File: src/rtl/ctrl_pkg.sv
// Shared types and opcode constants for the multi-cycle RV32 control unit.
package ctrl_pkg;

  typedef enum logic [3:0] {
    ALU_ADD    = 4'b0000,
    ALU_SUB    = 4'b0001,
    ALU_OR     = 4'b0010,
    ALU_AND    = 4'b0011,
    ALU_SLL    = 4'b0100,
    ALU_SLT    = 4'b0101,
    ALU_SLTU   = 4'b0110,
    ALU_XOR    = 4'b0111,
    ALU_SRL    = 4'b1000,
    ALU_SRA    = 4'b1001,
    ALU_PASS_B = 4'b1010
  } alu_op_e;

  typedef enum logic [2:0] {
    IDLE, FETCH, DECODE, EXECUTE, MEM, WRITEBACK
  } state_e;

  typedef enum logic [1:0] {
    IMM_I = 2'b00,
    IMM_S = 2'b01,
    IMM_U = 2'b10
  } imm_sel_e;

  typedef enum logic [1:0] {
    CLS_ALU, CLS_LOAD, CLS_STORE
  } instr_class_e;

  localparam logic [6:0] OPC_R     = 7'b0110011;
  localparam logic [6:0] OPC_I     = 7'b0010011;
  localparam logic [6:0] OPC_LOAD  = 7'b0000011;
  localparam logic [6:0] OPC_STORE = 7'b0100011;
  localparam logic [6:0] OPC_LUI   = 7'b0110111;
  localparam logic [6:0] OPC_AUIPC = 7'b0010111;

  // alt selects SUB (R-type only) or SRA for the funct3 slots that have two variants
  function automatic alu_op_e funct3_to_alu(input logic [2:0] funct3, input logic alt);
    case (funct3)
      3'b000:  return alt ? ALU_SUB : ALU_ADD;
      3'b001:  return ALU_SLL;
      3'b010:  return ALU_SLT;
      3'b011:  return ALU_SLTU;
      3'b100:  return ALU_XOR;
      3'b101:  return alt ? ALU_SRA : ALU_SRL;
      3'b110:  return ALU_OR;
      default: return ALU_AND;
    endcase
  endfunction

endpackage

File: src/rtl/ctrl_decode.sv
// Combinational instruction decoder: opcode/funct fields -> ALU op, operand selects, class, illegal.
module ctrl_decode
  import ctrl_pkg::*;
(
  input  logic [6:0]   opcode,
  input  logic [2:0]   funct3,
  input  logic [6:0]   funct7,
  output alu_op_e      alu_op,
  output logic         alu_src_a,
  output logic         alu_src_b,
  output imm_sel_e     imm_sel,
  output logic         wb_sel,
  output instr_class_e cls,
  output logic         illegal
);

  logic f7_zero, f7_alt;
  assign f7_zero = (funct7 == 7'b0000000);
  assign f7_alt  = (funct7 == 7'b0100000);

  always_comb begin
    alu_op    = ALU_ADD;
    alu_src_a = 1'b0;
    alu_src_b = 1'b0;
    imm_sel   = IMM_I;
    wb_sel    = 1'b0;
    cls       = CLS_ALU;
    illegal   = 1'b0;
    case (opcode)
      OPC_R: begin
        alu_op  = funct3_to_alu(funct3, funct7[5]);
        illegal = !(f7_zero || (f7_alt && (funct3 == 3'b000 || funct3 == 3'b101)));
      end
      OPC_I: begin
        // funct7 is only meaningful for the shift-immediate forms; elsewhere it is immediate bits
        alu_op    = funct3_to_alu(funct3, (funct3 == 3'b101) && funct7[5]);
        alu_src_b = 1'b1;
        if (funct3 == 3'b001)
          illegal = !f7_zero;
        else if (funct3 == 3'b101)
          illegal = !(f7_zero || f7_alt);
      end
      OPC_LOAD: begin
        alu_src_b = 1'b1;
        wb_sel    = 1'b1;
        cls       = CLS_LOAD;
      end
      OPC_STORE: begin
        alu_src_b = 1'b1;
        imm_sel   = IMM_S;
        cls       = CLS_STORE;
      end
      OPC_LUI: begin
        alu_op    = ALU_PASS_B;
        alu_src_b = 1'b1;
        imm_sel   = IMM_U;
      end
      OPC_AUIPC: begin
        alu_src_a = 1'b1;
        alu_src_b = 1'b1;
        imm_sel   = IMM_U;
      end
      default: illegal = 1'b1;
    endcase
  end

endmodule

File: src/rtl/multicycle_ctrl.sv
// Multi-cycle FETCH/DECODE/EXECUTE/MEM/WRITEBACK control FSM for the RV32 R/I/S/U datapath.
// Optional performance counters are enabled with `define MULTICYCLE_CTRL_PERF_CNT_EN.
module multicycle_ctrl
  import ctrl_pkg::*;
#(
  parameter int XLEN              = 32,
  parameter int RESET_STATE_FETCH = 1
) (
  input  logic            clk,
  input  logic            rst_n,
  input  logic            start,
  output logic            instr_req,
  input  logic            instr_valid,
  input  logic [XLEN-1:0] instr,
  output logic            ir_we,
  output logic            pc_we,
  output logic [3:0]      alu_op,
  output logic            alu_src_a,
  output logic            alu_src_b,
  output logic [1:0]      imm_sel,
  output logic            reg_we,
  output logic            wb_sel,
  output logic            mem_re,
  output logic            mem_we,
  input  logic            mem_ready,
  output logic            illegal_instr,
  output logic            busy
`ifdef MULTICYCLE_CTRL_PERF_CNT_EN
  ,
  output logic [63:0]     cycle_cnt,
  output logic [63:0]     instret_cnt
`endif
);

  localparam state_e RESET_STATE = (RESET_STATE_FETCH != 0) ? FETCH : IDLE;

  state_e       state_reg, state_next;
  logic [16:0]  instr_reg;
  alu_op_e      alu_op_reg;
  logic         src_a_reg, src_b_reg, wb_sel_reg;
  imm_sel_e     imm_sel_reg;
  instr_class_e cls_reg;

  alu_op_e      dec_alu_op;
  logic         dec_src_a, dec_src_b, dec_wb_sel, dec_illegal;
  imm_sel_e     dec_imm_sel;
  instr_class_e dec_cls;

  logic instr_req_c, ir_we_c, pc_we_c, reg_we_c, mem_re_c, mem_we_c, illegal_c, retire_c;
  logic unused_instr;

  // Only funct7/funct3/opcode are needed for control; operand fields go straight to the datapath
  assign unused_instr = ^instr[24:7];

  ctrl_decode u_decode (
    .opcode    (instr_reg[6:0]),
    .funct3    (instr_reg[9:7]),
    .funct7    (instr_reg[16:10]),
    .alu_op    (dec_alu_op),
    .alu_src_a (dec_src_a),
    .alu_src_b (dec_src_b),
    .imm_sel   (dec_imm_sel),
    .wb_sel    (dec_wb_sel),
    .cls       (dec_cls),
    .illegal   (dec_illegal)
  );

  always_ff @(posedge clk) begin
    if (!rst_n) begin
      state_reg   <= RESET_STATE;
      instr_reg   <= '0;
      alu_op_reg  <= ALU_ADD;
      src_a_reg   <= 1'b0;
      src_b_reg   <= 1'b0;
      imm_sel_reg <= IMM_I;
      wb_sel_reg  <= 1'b0;
      cls_reg     <= CLS_ALU;
    end else begin
      state_reg <= state_next;
      if (ir_we_c)
        instr_reg <= {instr[31:25], instr[14:12], instr[6:0]};
      if (state_reg == DECODE && !dec_illegal) begin
        alu_op_reg  <= dec_alu_op;
        src_a_reg   <= dec_src_a;
        src_b_reg   <= dec_src_b;
        imm_sel_reg <= dec_imm_sel;
        wb_sel_reg  <= dec_wb_sel;
        cls_reg     <= dec_cls;
      end
    end
  end

  always_comb begin
    state_next  = state_reg;
    instr_req_c = 1'b0;
    ir_we_c     = 1'b0;
    pc_we_c     = 1'b0;
    reg_we_c    = 1'b0;
    mem_re_c    = 1'b0;
    mem_we_c    = 1'b0;
    illegal_c   = 1'b0;
    retire_c    = 1'b0;
    case (state_reg)
      IDLE: if (start) state_next = FETCH;
      FETCH: begin
        instr_req_c = 1'b1;
        if (instr_valid) begin
          ir_we_c    = 1'b1;
          state_next = DECODE;
        end
      end
      DECODE: begin
        if (dec_illegal) begin
          illegal_c  = 1'b1;
          pc_we_c    = 1'b1;
          state_next = FETCH;
        end else begin
          state_next = EXECUTE;
        end
      end
      EXECUTE: state_next = (cls_reg == CLS_ALU) ? WRITEBACK : MEM;
      MEM: begin
        mem_re_c = (cls_reg == CLS_LOAD);
        mem_we_c = (cls_reg != CLS_LOAD);
        if (mem_ready) begin
          if (cls_reg == CLS_LOAD) begin
            state_next = WRITEBACK;
          end else begin
            pc_we_c    = 1'b1;
            retire_c   = 1'b1;
            state_next = FETCH;
          end
        end
      end
      WRITEBACK: begin
        reg_we_c   = 1'b1;
        pc_we_c    = 1'b1;
        retire_c   = 1'b1;
        state_next = FETCH;
      end
      default: state_next = RESET_STATE;
    endcase
  end

  // Strobes are forced low while rst_n is asserted so nothing leaks out during reset
  assign instr_req     = instr_req_c & rst_n;
  assign ir_we         = ir_we_c & rst_n;
  assign pc_we         = pc_we_c & rst_n;
  assign reg_we        = reg_we_c & rst_n;
  assign mem_re        = mem_re_c & rst_n;
  assign mem_we        = mem_we_c & rst_n;
  assign illegal_instr = illegal_c & rst_n;
  assign busy          = (state_reg != IDLE) & rst_n;

  assign alu_op    = alu_op_reg;
  assign alu_src_a = src_a_reg;
  assign alu_src_b = src_b_reg;
  assign imm_sel   = imm_sel_reg;
  assign wb_sel    = wb_sel_reg;

`ifdef MULTICYCLE_CTRL_PERF_CNT_EN
  logic [63:0] cycle_cnt_reg, instret_cnt_reg;

  always_ff @(posedge clk) begin
    if (!rst_n) begin
      cycle_cnt_reg   <= '0;
      instret_cnt_reg <= '0;
    end else begin
      if (state_reg != IDLE) cycle_cnt_reg <= cycle_cnt_reg + 64'd1;
      if (retire_c) instret_cnt_reg <= instret_cnt_reg + 64'd1;
    end
  end

  assign cycle_cnt   = cycle_cnt_reg;
  assign instret_cnt = instret_cnt_reg;
`else
  logic unused_retire;
  assign unused_retire = retire_c;
`endif

endmodule

File: config.mk
export PLATFORM = sky130hd
export DESIGN_NAME = multicycle_ctrl
export DESIGN_NICKNAME = d
export VERILOG_FILES = /design/src/rtl/ctrl_pkg.sv /design/src/rtl/ctrl_decode.sv /design/src/rtl/multicycle_ctrl.sv
export SDC_FILE = /design/constraint.sdc
export NUM_CORES = 1
export LEC_CHECK = 0
export BUFFER_PORTS_ARGS = -buffer_cell sky130_fd_sc_hd__buf_4
export CAP_MARGIN = 20
export CORE_AREA = 2 2 86 47
export CTS_BUF_LIST = sky130_fd_sc_hd__clkbuf_8 sky130_fd_sc_hd__clkbuf_16
export DETAILED_ROUTE_END_ITERATION = 7
export DIE_AREA = 0 0 88 49
export PLACE_DENSITY = 0.71
export REMOVE_ABC_BUFFERS = 1
export SKIP_LAST_GASP = 1
export SLEW_MARGIN = 20
export SYNTH_ARGS = -nofsm -noshare
export SYNTH_HDL_FRONTEND = slang
export SYNTH_SLANG_ARGS = --single-unit
File: constraint.sdc
create_clock -name clk -period 2 [get_ports clk]
set_input_delay 0.2 -clock clk [delete_from_list [all_inputs] [get_ports clk]]
set_output_delay 0.2 -clock clk [all_outputs]
set_load 0.005 [all_outputs]
==> impl_results.html <==
<table>
<tr><th>Metric</th><th>Value</th></tr>
<tr><th colspan="2">Outcome</th></tr>
<tr><td>Run status</td><td>finished with violations</td></tr>
<tr><td>Violated checks</td><td>negative setup slack</td></tr>
<tr><th colspan="2">Setup path</th></tr>
<tr><td>Crit start category</td><td>flip-flop</td></tr>
<tr><td>Highest-delay cell along the critical path</td><td>or4_4</td></tr>
<tr><td>Crit. Startpoint</td><td>instr_reg[10]</td></tr>
<tr><td>Data arrival time of the critical path</td><td>~2 ns</td></tr>
<tr><td>Kind of end point of the critical path</td><td>output port</td></tr>
<tr><td>Crit path cell chain</td><td>or4_4 -&gt; o31a_1 -&gt; a211oi_2 -&gt; o32ai_2 -&gt; buf_4</td></tr>
<tr><td>Worst path max stage delay</td><td>approximately 0.52 ns</td></tr>
<tr><td>Maximum fanout count along the critical path</td><td>2</td></tr>
<tr><td>Cell count of the worst reg-to-reg path</td><td>6</td></tr>
<tr><td>Critical path data required time</td><td>around 1.8 ns</td></tr>
<tr><td>Path type of the worst setup path</td><td>reg2out</td></tr>
<tr><td>Launch instance of the worst register-to-register path</td><td>instr_reg[10]</td></tr>
<tr><th colspan="2">Synthesis</th></tr>
<tr><td>Yosys top cell by area</td><td>dfxtp_1</td></tr>
<tr><td>Post-synth EDFFs</td><td>0</td></tr>
<tr><td>Top flip-flop cell by instance count after synthesis</td><td>dfxtp_1</td></tr>
<tr><td>Total of flip-flops plus latches after synthesis</td><td>30</td></tr>
<tr><td>Cell area after technology mapping</td><td>around 1500 sq um</td></tr>
<tr><td>Distinct cells, synth</td><td>38</td></tr>
<tr><td>Post-synth top cells</td><td>nand2_1 (50), dfxtp_1 (30), a21boi_0 (17)</td></tr>
<tr><td>Top cells by area, synth</td><td>dfxtp_1 (39%), nand2_1 (12%), a21boi_0 (8.3%)</td></tr>
<tr><td>Seq/Total Area, Yosys</td><td>between 30% and 40%</td></tr>
<tr><td>Synth Warn #</td><td>0</td></tr>
<tr><td>Cells after Synth</td><td>between 150 and 200</td></tr>
<tr><td>Synth top area share</td><td>39.2%</td></tr>
<tr><td>Most frequent cell after synthesis</td><td>nand2_1</td></tr>
<tr><td>Post-synth ARST share</td><td>0%</td></tr>
<tr><td>Synth Area per Inst</td><td>8.18 sq um</td></tr>
<tr><th colspan="2">Min path</th></tr>
<tr><td>Number of cells on the worst hold path</td><td>3</td></tr>
<tr><td>Hold path startpoint</td><td>instr[12]</td></tr>
<tr><td>Hold Crit Class</td><td>in2reg</td></tr>
<tr><th colspan="2">Clock tree</th></tr>
<tr><td>CTS root buf</td><td>clkbuf_8</td></tr>
<tr><td>Maximum buffer depth of the clock tree</td><td>2</td></tr>
<tr><td>CTS tree</td><td>done</td></tr>
<tr><td>Count of hold-fix buffers inserted at cts</td><td>0</td></tr>
<tr><td>Clock edge transition at the registers on the reported setup and hold paths</td><td>~0.070 ns</td></tr>
<tr><td>Inserted Clock Buffers</td><td>5</td></tr>
<tr><td>Clock network latency to the later pin of the worst-skew pair</td><td>~0.28 ns</td></tr>
<tr><td>CTS H-tree depth</td><td>2</td></tr>
<tr><td>Number of clock sinks</td><td>30</td></tr>
<tr><th colspan="2">Floorplanning</th></tr>
<tr><td>Core area</td><td>approximately 3600 sq um</td></tr>
<tr><td>DIE HEIGHT</td><td>49 um</td></tr>
<tr><td>Starting Density</td><td>between 40% and 50%</td></tr>
<tr><td>Die width</td><td>a little under 90 um</td></tr>
<tr><td>Die Area</td><td>between 4000 and 5000 sq um</td></tr>
<tr><td>Number of rows created at floorplan</td><td>16</td></tr>
<tr><td>Number of top-level pins</td><td>between 50 and 60</td></tr>
<tr><th colspan="2">Route</th></tr>
<tr><td>Routed len/inst</td><td>roughly 12 um</td></tr>
<tr><td>Vias after detailed routing</td><td>1,364</td></tr>
<tr><td>DRC violations left</td><td>0</td></tr>
<tr><td>DRT Wirelength</td><td>3.47 mm</td></tr>
<tr><td>Post-route antenna net violation count</td><td>0</td></tr>
<tr><td>Detailed router's first-iteration violation count</td><td>36</td></tr>
<tr><td>Number of detailed-route iterations in the first pass</td><td>4</td></tr>
<tr><td>Ratio of routed vias to standard cells</td><td>around 5</td></tr>
<tr><th colspan="2">Pwr</th></tr>
<tr><td>Clock power frac</td><td>about 37%</td></tr>
<tr><td>Worst IR Drop VDD</td><td>around 380 uV</td></tr>
<tr><td>Power after layout</td><td>between 1 and 1.5 mW</td></tr>
<tr><td>Cell area power density</td><td>between 600 and 700 nW/um^2</td></tr>
<tr><td>Net switching power figure</td><td>between 0.3 and 0.4 mW</td></tr>
<tr><td>Sequential power share</td><td>a little under half</td></tr>
<tr><td>Share of power burned in combinational logic</td><td>between 15 and 20%</td></tr>
<tr><td>Internal cell power</td><td>about 1 mW</td></tr>
<tr><td>Pleak</td><td>0.793 nW</td></tr>
<tr><td>Sw Share</td><td>roughly a quarter</td></tr>
<tr><th colspan="2">Global routing</th></tr>
<tr><td>GR Overflow Total</td><td>0</td></tr>
<tr><td>First-pass GRT wire length</td><td>~5.7 mm</td></tr>
<tr><td>Vias in the first global route</td><td>around 1,200</td></tr>
<tr><td>All-Layer GR Usage</td><td>17.5%</td></tr>
<tr><td>Largest net degree at the start of global routing</td><td>21</td></tr>
<tr><td>Number of antenna violations at the first check in global routing</td><td>0</td></tr>
<tr><th colspan="2">Job</th></tr>
<tr><td>Max-cap viol count</td><td>0</td></tr>
<tr><th colspan="2">Timing</th></tr>
<tr><td>Final critical delay including setup and external delays</td><td>roughly 2.2 ns</td></tr>
<tr><td>Post-route setup TNS</td><td>-0.771 ns</td></tr>
<tr><td>Hold Vio Cnt, Final</td><td>0</td></tr>
<tr><td>Setup Viol. Count Final</td><td>12</td></tr>
<tr><td>Clk_skew</td><td>0.00698 ns</td></tr>
<tr><td>Worst slew margin</td><td>between 60 and 70%</td></tr>
<tr><td>Final-report max-slew violation count</td><td>0</td></tr>
<tr><td>Tcrit/Tclk final</td><td>108%</td></tr>
<tr><td>Worst setup margin</td><td>-0.160 ns</td></tr>
<tr><td>Achievable clock frequency</td><td>~0.46 GHz</td></tr>
<tr><td>Worst Max-Slew Pin Slew</td><td>about 0.59 ns</td></tr>
<tr><td>Fin Hold WS</td><td>0.166 ns</td></tr>
<tr><td>Setup repair after global routing missed its margin</td><td>yes</td></tr>
<tr><th colspan="2">Place</th></tr>
<tr><td>Count of port buffers added during placement</td><td>38</td></tr>
<tr><td>Routability Congestion</td><td>between 0.7 and 0.8</td></tr>
<tr><td>Instance count after placement with tap cells included</td><td>around 270</td></tr>
<tr><td>Worst slack, placed</td><td>approximately 0.0089 ns</td></tr>
<tr><td>HPWL after DPL</td><td>2.53 mm</td></tr>
<tr><td>Placed Area</td><td>roughly 1900 sq um</td></tr>
<tr><th colspan="2">Finish</th></tr>
<tr><td>Fraction of final layout cells sized beyond drive strength 1</td><td>between 20 and 30%</td></tr>
<tr><td>Number of antenna repair diodes</td><td>0</td></tr>
<tr><td>Number of nets in the layout</td><td>around 260</td></tr>
<tr><td>Max reg flops</td><td>17</td></tr>
<tr><td>Post-route non-filler standard cell count</td><td>280</td></tr>
<tr><td>Area of all placed cells without fillers</td><td>around 2000 sq um</td></tr>
<tr><td>Area Growth Syn to Fin</td><td>32.0%</td></tr>
<tr><td>Core utilization of the finished layout</td><td>55.7%</td></tr>
<tr><td>Count of filler cells inserted in the layout</td><td>364</td></tr>
</table>
## critical path, delay by kind of cell (launching register included)
| family | cells | cell delay [ns] |
|---|---|---|
| compound gates | 3 | 0.68 |
| simple gates | 1 | 0.52 |
| flops | 1 | 0.31 |
| buf+inv | 1 | 0.15 |
## power by group through the flow
stage          clock [mW]  combinational (mW)  sequential, mW
2_1_floorplan           0               0.107           0.672
5_1_grt             0.558               0.240           0.670
4_1_cts             0.524               0.210           0.663
6_report            0.506               0.215           0.665
3_3_place_gp            0               0.205           0.675
3_5_place_dp            0               0.207           0.676
## placed cells by master (no fill, tap or decap), drive strengths merged, types with 2 or more instances in the layout
| cell type | Yosys | final |
|---|---|---|
| buf | 2 | 48 |
| nand2b | 3 | 3 |
| nand2 | 50 | 50 |
| nor2 | 4 | 4 |
| nor3b | 2 | 2 |
| a2111oi | 3 | 3 |
| nand3 | 4 | 4 |
| nor3 | 5 | 5 |
| and2 | 2 | 2 |
| clkbuf | 15 | 6 |
| nand3b | 2 | 2 |
| dfxtp | 30 | 30 |
| o21ai | 4 | 4 |
| mux2i | 11 | 11 |
| nor2b | 8 | 8 |
| a21oi | 4 | 4 |
| a21boi | 17 | 17 |
| and3 | 2 | 2 |
| o31a | 2 | 2 |
## final cells by class
type / instances / area (sq um) / share of cell area, %
Multi-Input combinational cell: 140 / 881 / 43.6
Clock buffer: 6 / 82.6 / 4.09
Tap cell: 54 / 67.6 / 3.35
Clock inverter: 2 / 12.5 / 0.620
Sequential cell: 30 / 603 / 29.9
Timing Repair Buffer: 48 / 373 / 18.5
## path summary, 6_finish.rpt
check / end / slack [ns]
max: pc_we / -0.16
min: instr_reg[7] / 0.17
max reg2reg: alu_op[1] / -0.06
min reg2reg: alu_op[3] / 0.46
## metal layers
layer  track usage (%)  share of wire (%)  vias to the layer above
met5                 0                  0                        -
met4              3.85               0.12                        0
met3              8.46                6.0                        2
met2              23.6                 40                       34
met1              25.1                 54                      609
li1                  -                  -                      719
## kinds of logic (layout without fill, tap and decap cells)
kind of cell / count (synthesis) / count (layout) / synth area share, %
compound gates: 39 / 39 / 20.1
xor+xnor: 1 / 1 / 0.572
flops: 30 / 30 / 39.2
simple gates: 89 / 89 / 28.1
buf+inv: 17 / 56 / 4.74
mux: 11 / 11 / 7.20
## what timing repair did
action | CTS | global route
setup buffers | 1 | 0
gates resized for setup | 1 | 5
pin swaps | 3 | 6
endpoints found under the setup margin | 12 | 13
Power figures use the tool's default switching activity.
